--- src/rtl/chanfpga_pkg.sv ---
// -----------------------------------------------------------------------------
// chanfpga_pkg
// Shared constants and helpers for the chanfpga channel datapath.
//   COEF_ONE            : unsigned Q1.15 coefficient value representing 1.0
//   PROD_MSB / PROD_LSB : slice of the 36-bit gain product that forms the
//                         16-bit output sample (also used by other gain logic)
//   sext18 / zext18     : widen 16-bit operands to the 18-bit multiplier ports
// -----------------------------------------------------------------------------
package chanfpga_pkg;

    localparam logic [15:0] COEF_ONE = 16'h8000;
    localparam int          PROD_MSB = 28;
    localparam int          PROD_LSB = 13;

    typedef logic signed [15:0] sample_t;
    typedef logic        [15:0] coef_t;

    // Signed sample onto an 18-bit signed multiplier port.
    function automatic logic signed [17:0] sext18(input logic [15:0] v);
        return {{2{v[15]}}, v};
    endfunction

    // Unsigned coefficient onto an 18-bit signed multiplier port.
    function automatic logic signed [17:0] zext18(input logic [15:0] v);
        return {2'b00, v};
    endfunction

endpackage

--- src/rtl/normmult_sched_if.sv ---
// -----------------------------------------------------------------------------
// normmult_sched_if
// Bundle of the requester handshake, coefficient config bus and normalized
// output stream of normmult_sched.
//   master : requester/config side (drives en, req, din, cfg_*)
//   slave  : scheduler side (drives ack, dout, dout_valid, dout_chan)
// -----------------------------------------------------------------------------
interface normmult_sched_if #(
    parameter int NCH = 4,
    parameter int CW  = $clog2(NCH)
);
    logic                en;
    logic [NCH-1:0]      req;
    logic [16*NCH-1:0]   din;
    logic [NCH-1:0]      ack;
    logic                cfg_we;
    logic [CW-1:0]       cfg_addr;
    logic [15:0]         cfg_wdata;
    logic [15:0]         dout;
    logic                dout_valid;
    logic [CW-1:0]       dout_chan;

    modport master (
        output en, req, din, cfg_we, cfg_addr, cfg_wdata,
        input  ack, dout, dout_valid, dout_chan
    );

    modport slave (
        input  en, req, din, cfg_we, cfg_addr, cfg_wdata,
        output ack, dout, dout_valid, dout_chan
    );
endinterface

--- src/rtl/normmult_stage.sv ---
// -----------------------------------------------------------------------------
// normmult_stage
// Registered 18x18 signed multiply (one DSP48A1): sample sign-extended,
// coefficient zero-extended, output taken from product[PROD_MSB:PROD_LSB].
// Valid and channel tag are registered alongside the product.
//   clk, rst_n           : clock, asynchronous active-low reset
//   v_in, d_in, c_in,
//   chan_in              : stage A contents (valid, sample, coef, channel)
//   dout, dout_valid,
//   dout_chan            : normalized sample (0 when not valid), qualifier, tag
// -----------------------------------------------------------------------------
module normmult_stage
    import chanfpga_pkg::*;
#(
    parameter int CW = 2
) (
    input  logic          clk,
    input  logic          rst_n,
    input  logic          v_in,
    input  logic [15:0]   d_in,
    input  logic [15:0]   c_in,
    input  logic [CW-1:0] chan_in,
    output logic [15:0]   dout,
    output logic          dout_valid,
    output logic [CW-1:0] dout_chan
);

    logic signed [17:0] a_ext;
    logic signed [17:0] b_ext;
    logic signed [35:0] prod_reg;
    logic               valid_reg;
    logic [CW-1:0]      chan_reg;

    assign a_ext = sext18(d_in);
    assign b_ext = zext18(c_in);

    always_ff @(posedge clk or negedge rst_n) begin
        if (!rst_n) begin
            prod_reg  <= '0;
            valid_reg <= 1'b0;
            chan_reg  <= '0;
        end else begin
            prod_reg  <= a_ext * b_ext;
            valid_reg <= v_in;
            chan_reg  <= chan_in;
        end
    end

    // No saturation: inputs are bounded upstream, out-of-range values wrap.
    assign dout       = valid_reg ? prod_reg[PROD_MSB:PROD_LSB] : 16'h0000;
    assign dout_valid = valid_reg;
    assign dout_chan  = chan_reg;

    // Product bits outside the output slice are intentionally dropped.
    logic unused_prod_bits;
    assign unused_prod_bits = ^{prod_reg[35:PROD_MSB+1], prod_reg[PROD_LSB-1:0]};

endmodule

--- src/rtl/normmult_sched.sv ---
// -----------------------------------------------------------------------------
// normmult_sched
// Round-robin scheduler feeding NCH requesters into one shared normalizing
// multiplier. Holds the per-channel coefficient bank and stage A; stage B
// (multiply + output slice) lives in normmult_stage.
//   clk   : master clock
//   rst_n : asynchronous active-low reset
//   bus   : normmult_sched_if.slave (req/din/ack handshake, en, cfg_* writes,
//           dout/dout_valid/dout_chan output stream)
// Latency: sample acked in cycle N is on dout in cycle N+2.
// -----------------------------------------------------------------------------
module normmult_sched
    import chanfpga_pkg::*;
#(
    parameter int          NCH      = 4,
    parameter int          CW       = $clog2(NCH),
    parameter logic [15:0] COEF_RST = COEF_ONE
) (
    input  logic              clk,
    input  logic              rst_n,
    normmult_sched_if.slave   bus
);

    logic [CW-1:0] ptr_reg;
    logic [15:0]   coef_reg [NCH];
    logic [15:0]   din_ch   [NCH];

    logic          grant_valid;
    logic [CW-1:0] grant_idx;
    logic [CW-1:0] cand;

    logic          v_a_reg;
    logic [15:0]   d_a_reg;
    logic [15:0]   c_a_reg;
    logic [CW-1:0] chan_a_reg;

    // Per-channel sample unpack, one-hot ack and coefficient registers.
    generate
        for (genvar gi = 0; gi < NCH; gi++) begin : g_chan
            assign din_ch[gi]  = bus.din[16*gi +: 16];
            assign bus.ack[gi] = grant_valid && (grant_idx == CW'(gi));

            always_ff @(posedge clk or negedge rst_n) begin
                if (!rst_n) begin
                    coef_reg[gi] <= COEF_RST;
                end else if (bus.cfg_we && (bus.cfg_addr == CW'(gi))) begin
                    coef_reg[gi] <= bus.cfg_wdata;
                end
            end
        end
    endgenerate

    // Rotating-priority search. Scanning from the farthest candidate down to
    // ptr and overwriting leaves the first requester at or after ptr. NCH is a
    // power of two, so the CW-bit add wraps modulo NCH for free.
    always_comb begin
        grant_valid = 1'b0;
        grant_idx   = '0;
        cand        = '0;
        for (int i = NCH - 1; i >= 0; i--) begin
            cand = ptr_reg + CW'(i);
            if (bus.req[cand]) begin
                grant_valid = 1'b1;
                grant_idx   = cand;
            end
        end
        // Requests are ignored while disabled or held in reset.
        if (!bus.en || !rst_n) begin
            grant_valid = 1'b0;
        end
    end

    always_ff @(posedge clk or negedge rst_n) begin
        if (!rst_n) begin
            ptr_reg <= '0;
        end else if (grant_valid) begin
            ptr_reg <= grant_idx + CW'(1);
        end
    end

    // Stage A. coef_reg is read before a same-edge cfg write lands, so a grant
    // colliding with a write to its own coefficient uses the old value.
    always_ff @(posedge clk or negedge rst_n) begin
        if (!rst_n) begin
            v_a_reg    <= 1'b0;
            d_a_reg    <= '0;
            c_a_reg    <= '0;
            chan_a_reg <= '0;
        end else begin
            v_a_reg <= grant_valid;
            if (grant_valid) begin
                d_a_reg    <= din_ch[grant_idx];
                c_a_reg    <= coef_reg[grant_idx];
                chan_a_reg <= grant_idx;
            end
        end
    end

    normmult_stage #(
        .CW (CW)
    ) u_stage (
        .clk        (clk),
        .rst_n      (rst_n),
        .v_in       (v_a_reg),
        .d_in       (d_a_reg),
        .c_in       (c_a_reg),
        .chan_in    (chan_a_reg),
        .dout       (bus.dout),
        .dout_valid (bus.dout_valid),
        .dout_chan  (bus.dout_chan)
    );

endmodule

--- src/flat_wrapper.sv ---
// flat-port wrapper written by rule: the top's interface ports become plain ports
module normmult_sched_flat import chanfpga_pkg::*;
#(
    parameter int          NCH      = 4,
    parameter int          CW       = $clog2(NCH),
    parameter logic [15:0] COEF_RST = COEF_ONE
)
  (clk, rst_n, bus_en, bus_req, bus_din, bus_cfg_we, bus_cfg_addr, bus_cfg_wdata, bus_ack, bus_dout, bus_dout_valid, bus_dout_chan);
  normmult_sched_if #(.NCH(NCH), .CW(CW)) bus_i ();
  input  logic clk;
  input  logic rst_n;
  input wire logic [$bits(bus_i.en)-1:0] bus_en;
  input wire logic [$bits(bus_i.req)-1:0] bus_req;
  input wire logic [$bits(bus_i.din)-1:0] bus_din;
  input wire logic [$bits(bus_i.cfg_we)-1:0] bus_cfg_we;
  input wire logic [$bits(bus_i.cfg_addr)-1:0] bus_cfg_addr;
  input wire logic [$bits(bus_i.cfg_wdata)-1:0] bus_cfg_wdata;
  output wire logic [$bits(bus_i.ack)-1:0] bus_ack;
  output wire logic [$bits(bus_i.dout)-1:0] bus_dout;
  output wire logic [$bits(bus_i.dout_valid)-1:0] bus_dout_valid;
  output wire logic [$bits(bus_i.dout_chan)-1:0] bus_dout_chan;
  assign bus_i.en = bus_en;
  assign bus_i.req = bus_req;
  assign bus_i.din = bus_din;
  assign bus_i.cfg_we = bus_cfg_we;
  assign bus_i.cfg_addr = bus_cfg_addr;
  assign bus_i.cfg_wdata = bus_cfg_wdata;
  assign bus_ack = bus_i.ack;
  assign bus_dout = bus_i.dout;
  assign bus_dout_valid = bus_i.dout_valid;
  assign bus_dout_chan = bus_i.dout_chan;
  normmult_sched #(.NCH(NCH), .CW(CW), .COEF_RST(COEF_RST)) u_core (.clk(clk), .rst_n(rst_n), .bus(bus_i));
endmodule
--- config.mk ---
export PLATFORM = sky130hd
export DESIGN_NAME = normmult_sched_flat
export DESIGN_NICKNAME = d
export VERILOG_FILES = /design/src/rtl/chanfpga_pkg.sv /design/src/rtl/normmult_sched_if.sv /design/src/rtl/normmult_stage.sv /design/src/rtl/normmult_sched.sv /design/src/flat_wrapper.sv
export SDC_FILE = /design/constraint.sdc
export NUM_CORES = 1
export LEC_CHECK = 0
export BUFFER_PORTS_ARGS = -buffer_cell sky130_fd_sc_hd__buf_2
export CORE_AREA = 2 2 179 181
export DETAILED_ROUTE_END_ITERATION = 6
export DIE_AREA = 0 0 181 183
export GPL_ROUTABILITY_DRIVEN = 0
export RECOVER_POWER = 50
export SYNTH_ARGS = -nofsm -noshare
export SYNTH_HDL_FRONTEND = slang
export SYNTH_SLANG_ARGS = --single-unit
--- constraint.sdc ---
create_clock -name clk -period 8.4 [get_ports clk]
set_input_delay 1.68 -clock clk [delete_from_list [all_inputs] [get_ports clk]]
set_output_delay 1.68 -clock clk [all_outputs]
set_load 0.02 [all_outputs]
==> metrics.csv, run 1 <==
stage;metric;value;unit
floorplan;fp-row-count;65;
sta;report.final.slew_viol_count;89;
floorplan;start_util;44.4;%
global_route;grt_remaining_overflow;0;
flow_run;drv_cap;2;
yosys;async_flop_share;100;%
cells_and_area;layout.cells.non_filler;1817;
hold_path;holdPathStages;0;
clock_tree;clk-insertion-delay-late;0.43;ns
yosys;syn_avg_cell_area;10.4;µm²
yosys;synthMuxAreaShare;15.1;%
clock_tree;htree_levels;4;
global_route;grt_usage;20.9;%
worst_setup_path;cpLargestDelayFamily;adder cells;
routing;first_pass_iters;5;
yosys;syn-num-nets;1707;
cells_and_area;area_delta_synth_final;9.59;%
clock_tree;clkTransAtPathRegs;0.08;ns
routing;drc_errors;0;
worst_setup_path;r2r_slack;2.25;ns
worst_setup_path;reg2reg_depth;19;
clock_tree;cts_tree;done;
routing;drt-total-wl;32.3;mm
worst_setup_path;required;8.77;ns
yosys;ys_seq_area_share;21.7;%
routing;num_vias;9393;
global_route;grt_pass1_vias;10100;
yosys;synth_area;0.0139;mm²
placed_design;dp_slack;2.41;ns
yosys;synthAdderAreaFrac;36.7;%
worst_setup_path;crit_fanout;17;
yosys;ys_ff_latch;120;
global_route;grt_pass1_wl;54.0;mm
worst_setup_path;crit_type;flop to flop;
clock_tree;post_cts.repair.setup_buffers;0;
clock_tree;clk_path_buf_depth;2;
worst_setup_path;slowest_delay;0.87;ns
placed_design;dp.cells;1786;
floorplan;die_h;183;µm
clock_tree;cts_buffers;17;
worst_setup_path;crit_chain;nand2_1 > fa_1 > inv_1 > fa_1 > inv_1 > fa_1 > inv_1 > fa_1 > fa_1 > inv_1 > fa_1 > inv_1 > ha_1 > a21o_1 > a31oi_1 > o311a_1 > o211ai_2 > a21oi_1 > o311a_1;
sta;clock_skew;0.0174;ns
worst_setup_path;endpoint_kind;flop;
floorplan;pin_count;113;
sta;fin_crit_sh;73.2;%
cells_and_area;fin_nets;1784;
global_route;met1_usage;28.8;%
yosys;synthesis.instances;1326;
worst_setup_path;r2r-end;u_core.u_stage.prod_reg[26]$_DFF_PN0_;
yosys;synth_top_family_by_area;adder cells;
yosys;synth_flop_cell;dfrtp_1;
placed_design;dpl.hpwl;24.2;mm
yosys;synth_xor_area_share;1.30;%
routing;ant_nets;0;
yosys;synth_edf_count;0;
worst_setup_path;critPathBufInv;5;
clock_tree;cts_hold_buf;0;
outcome;status;complete, but fails checks;
hold_path;holdPathEnd;u_core.u_stage.dout_valid$_DFF_PN0_;
hold_path;min_from;u_core.v_a_reg$_DFF_PN0_;
worst_setup_path;cp.arrival;6.52;ns
worst_setup_path;start_kind;flop;
outcome;violations;max-capacitance violations, max-slew violations;
worst_setup_path;cp_common_cell;fa_1;
routing;wl_per_cell;17.8;µm
hold_path;hp-class;flop to flop;
sta;worstMarginPinSlew;3.78;ns
global_route;busiest_layer;met2;
placed_design;portBuffers;112;
sta;setup_tns;0;ns
clock_tree;cts.sinks;120;
global_route;grt_max_degree;72;
yosys;synth_cell_types;61;
global_route;antenna_found_initial;0;
sta;final.setup.worst_slack;2.25;ns
yosys;synthSimpleGateAreaFrac;12.0;%
sta;rsz0062_at_grt;no;
sta;setup_violations;0;
sta;relSlewSlack;-152;%
global_route;gr-usage-met2;34.4;%
sta;hold_violations;0;
global_route;met3_usage;3.65;%
yosys;synth_compound_area_share;4.17;%
worst_setup_path;r2r_start;u_core.c_a_reg[6]$_DFFE_PN0P_;
sta;fmax;163;MHz
cells_and_area;drive_gt1_share;18.0;%
routing;drt_iter0_markers;447;
cells_and_area;diodes;0;
clock_tree;clock-root-buffer;clkbuf_16;
floorplan;dieArea;0.0331;mm²
routing;drt-vias-per-instance;5.17;
clock_tree;post_cts_resized;0;
sta;min_period;6.15;ns
worst_setup_path;slowest_stage;dfrtp_1;
cells_and_area;utilization;48.6;%
floorplan;core_area;0.0312;mm²
yosys;yosys_warnings;0;
floorplan;fp.dieW;181;µm
cells_and_area;largest_reg_flops;64;
## worst register-to-register path, delay by kind of cell, from the launching register on
| kind | cells | cell delay, ns |
|---|---|---|
| and+or+nand+nor | 1 | 0.16 |
| AOI/OAI and AO/OA | 6 | 1.45 |
| adders and majority gates | 7 | 3.36 |
| DFF | 1 | 0.87 |
| buffers and inverters | 5 | 0.25 |
## per-stage QoR
step | area, µm² | hold WS (ns)
detailed placement | 14600 | 0.337
floorplan | 13900 | 0.331
global route | 15200 | 0.358
CTS | 15200 | 0.350
global placement | 14600 | 0.332
finish | 15200 | 0.346
## Yosys cell counts (3+ instances only)
library cell / count / area, µm²
mux2i_1: 98 / 981
a211oi_1: 3 / 22.5
and3_1: 6 / 37.5
nand2b_1: 9 / 56.3
dfrtp_1: 116 / 2900
clkbuf_1: 38 / 143
ha_1: 99 / 1240
a31oi_1: 3 / 18.8
nand2_1: 137 / 514
o21a_1: 3 / 22.5
nand3_1: 4 / 20.0
nand4_1: 8 / 50.1
dfstp_2: 4 / 105
o21ai_1: 3 / 15.0
and2_1: 131 / 820
a21o_1: 15 / 113
xor2_1: 6 / 52.6
mux2_2: 99 / 1110
xnor2_1: 12 / 105
a21oi_1: 22 / 110
nor2_1: 21 / 78.8
buf_2: 4 / 20.0
nor3_1: 5 / 25.0
fa_1: 192 / 3840
o21ai_0: 6 / 30.0
inv_1: 229 / 860
buf_12: 6 / 120
o31ai_1: 4 / 30.0
## cells in the final DEF, fill, tap and decap left out, types with 8 or more instances in the layout
| cell type | count |
|---|---|
| nor2_1 | 21 |
| and2_1 | 131 |
| nand2_1 | 137 |
| buf_2 | 107 |
| inv_1 | 229 |
| clkbuf_16 | 17 |
| nand4_1 | 8 |
| nand2b_1 | 9 |
| a21o_1 | 15 |
| ha_1 | 99 |
| a21oi_1 | 22 |
| dfrtp_1 | 116 |
| mux2i_1 | 98 |
| fa_1 | 192 |
| mux2_2 | 98 |
| xnor2_1 | 12 |
## per-layer routing
layer	vias to the layer above	share of wire [%]	routed length, µm
li1	4343	-	-
met1	4761	47	15100
met2	256	46	15000
met3	33	4.9	1580
met4	0	1.8	569
met5	-	0	0
## kinds of logic (layout without fill, tap and decap cells)
logic type	after synthesis	count (layout)
simple gates	329	329
fa+ha+maj	291	291
buf+inv	288	377
mux	197	197
flops	120	120
compound gates	82	82
xor+xnor	19	19
## how the worst max path moves through the flow
stage,start,slack [ns],endpoint,cells after the start
2_1_floorplan,u_core.d_a_reg[9]$_DFFE_PN0P_,2.53,u_core.u_stage.prod_reg[27]$_DFF_PN0_,22
5_1_grt,u_core.c_a_reg[9]$_DFFE_PN0P_,1.97,u_core.u_stage.prod_reg[18]$_DFF_PN0_,17
3_3_place_gp,u_core.c_a_reg[7]$_DFFE_PN0P_,2.47,u_core.u_stage.prod_reg[28]$_DFF_PN0_,19
3_5_place_dp,u_core.c_a_reg[7]$_DFFE_PN0P_,2.41,u_core.u_stage.prod_reg[27]$_DFF_PN0_,19
6_report,u_core.c_a_reg[6]$_DFFE_PN0P_,2.25,u_core.u_stage.prod_reg[26]$_DFF_PN0_,19
4_1_cts,u_core.d_a_reg[7]$_DFFE_PN0P_,2.39,u_core.u_stage.prod_reg[27]$_DFF_PN0_,19
## final cells by class
class	count	area, µm²
Tap cell	402	503
Timing Repair Buffer	116	584
Fill cell	2928	16000
Sequential cell	120	3010
Clock buffer	17	425
Clock inverter	14	165
Multi-Input combinational cell	918	9630
Inverter	230	863
Power of run 1 is not shown: default switching activity piles up to over one toggle a cycle in this logic, so the estimate is an artifact.
==> run 2, diff against run 1 <==
clock period = 6.42 ns   (was 8.4 ns; I/O delays follow)
==> run 2 against run 1 <==
Effect of this change:
- the run still ends with max-capacitance violations, max-slew violations left
- critical endpoint is now u_core.u_stage.prod_reg[27]$_DFF_PN0_
- critical path type unchanged
- global-route usage decreased by 0.48 points
- worst setup slack lost 1.9 ns
- cell count rose by 0.72%
- clock-buffer cell count increased by 1
- design area up 0.63%
- wire length is 0.17% lower
- first-iteration DRC count grew 8.7%
==> metrics.csv, run 2 (synthesized netlist as in run 1, its figures left out) <==
stage;metric;value;unit
outcome;status;complete, but fails checks;
outcome;violations;max-capacitance violations, max-slew violations;
sta;setup_violations;0;
floorplan;start_util;44.4;%
worst_setup_path;crit_fanout;17;
sta;relSlewSlack;-161;%
clock_tree;cts_hold_buf;0;
floorplan;core_area;0.0312;mm²
floorplan;die_h;183;µm
global_route;met3_usage;4.59;%
routing;ant_nets;0;
cells_and_area;multi_input_area;0.00963;mm²
clock_tree;post_cts.repair.setup_buffers;0;
clock_tree;cts_tree;done;
clock_tree;htree_levels;4;
sta;clock_skew;0.0218;ns
routing;drc_errors;0;
cells_and_area;final_cell_mix;229 x inv_1, 192 x fa_1, 137 x nand2_1, 131 x and2_1, 116 x dfrtp_1;
hold_path;hp-class;flop to flop;
floorplan;dieArea;0.0331;mm²
placed_design;portBuffers;112;
sta;report.final.slew_viol_count;89;
clock_tree;post_cts_resized;0;
global_route;busiest_layer;met2;
placed_design;dp.cells;1798;
cells_and_area;area_delta_synth_final;10.3;%
global_route;met1_usage;27.9;%
global_route;gr-usage-met2;33.3;%
cells_and_area;layout.cells.non_filler;1830;
routing;wl_per_cell;17.6;µm
placed_design;dp_slack;0.398;ns
clock_tree;clk-insertion-delay-late;0.43;ns
floorplan;pin_count;113;
worst_setup_path;r2r_start;u_core.c_a_reg[7]$_DFFE_PN0P_;
sta;min_period;6.03;ns
cells_and_area;nFillCells;2949;
cells_and_area;drive_gt1_share;18.7;%
clock_tree;cts.sinks;120;
global_route;grt_pass1_wl;52.7;mm
hold_path;min_from;u_core.v_a_reg$_DFF_PN0_;
routing;drt_iter0_markers;486;
cells_and_area;fin_nets;1796;
cells_and_area;largest_reg_flops;64;
sta;fmax;166;MHz
global_route;grt_remaining_overflow;0;
clock_tree;clock-root-buffer;clkbuf_16;
routing;num_vias;9326;
clock_tree;clkTransAtPathRegs;0.08;ns
worst_setup_path;start_kind;flop;
clock_tree;clk_path_buf_depth;2;
worst_setup_path;cp.arrival;6.39;ns
sta;worstMarginPinSlew;3.91;ns
cells_and_area;diodes;0;
routing;drt-total-wl;32.2;mm
global_route;grt_pass1_vias;9891;
cells_and_area;final_common_cell;inv_1;
worst_setup_path;endpoint_kind;flop;
routing;first_pass_iters;6;
worst_setup_path;crit_type;flop to flop;
cells_and_area;utilization;48.9;%
sta;final.setup.worst_slack;0.391;ns
sta;rsz0062_at_grt;no;
routing;drt-vias-per-instance;5.10;
sta;hold_violations;0;
sta;fin_crit_sh;93.9;%
global_route;grt_usage;20.4;%
flow_run;drv_cap;2;
global_route;grt_max_degree;72;
placed_design;dpl.hpwl;24.5;mm
sta;setup_tns;0;ns
floorplan;fp.dieW;181;µm
worst_setup_path;cp-startpoint;u_core.c_a_reg[7]$_DFFE_PN0P_;
floorplan;fp-row-count;65;
cells_and_area;regArea;0.00301;mm²
clock_tree;cts_buffers;17;
global_route;antenna_found_initial;0;
worst_setup_path;required;6.78;ns
-- run 2: per-stage QoR --
step	cell area [µm²]	hold WS, ns
2_1_floorplan	13900	0.331
3_3_place_gp	14700	0.333
3_5_place_dp	14700	0.337
4_1_cts	15300	0.350
5_1_grt	15300	0.371
6_report	15300	0.348
-- run 2: cell type report --
| class | instances | share of cell area [%] |
|---|---|---|
| timing repair buffer | 128 | 4.41 |
| sequential | 120 | 19.7 |
| tap | 402 | 3.29 |
| multi-input combinational | 918 | 63.1 |
| inverter | 230 | 5.65 |
| clock inverter | 14 | 1.09 |
| clock buffer | 18 | 2.81 |
-- run 2: critical path, stage by stage (launching register included) --
cell and delay, ns:
dfrtp_1 0.84, nand2_1 0.17, fa_1 0.57, inv_1 0.05, fa_1 0.50, inv_1 0.05, fa_1 0.52, inv_1 0.05
fa_1 0.45, fa_1 0.49, inv_1 0.05, fa_1 0.47, inv_1 0.04, ha_1 0.37, a21o_1 0.22, a31oi_1 0.31
o311a_1 0.26, o211ai_2 0.12, a211oi_2 0.28, xnor2_1 0.14
-- run 2: path summary, 6_finish.rpt --
path	endpoint	slack, ns	depth (start not counted)
min in group asynchronous	u_core.u_stage.prod_reg[18]$_DFF_PN0_	0.89	1
hold reg to reg	u_core.u_stage.dout_valid$_DFF_PN0_	0.35	0
setup reg to reg	u_core.u_stage.prod_reg[27]$_DFF_PN0_	0.39	19
setup / recovery	u_core.u_stage.prod_reg[27]$_DFF_PN0_	0.39	19
max in group asynchronous	u_core.coef_reg[33]$_DFFE_PN0P_	1.35	2
hold / removal	u_core.u_stage.dout_valid$_DFF_PN0_	0.35	0
-- run 2: per-layer routing --
layer	share of wire [%]	wire (µm)
met1	47	15000
met4	1.5	489
met2	46	14900
met3	5.7	1840
met5	0	0
Power of run 2 is left out for the same reason.
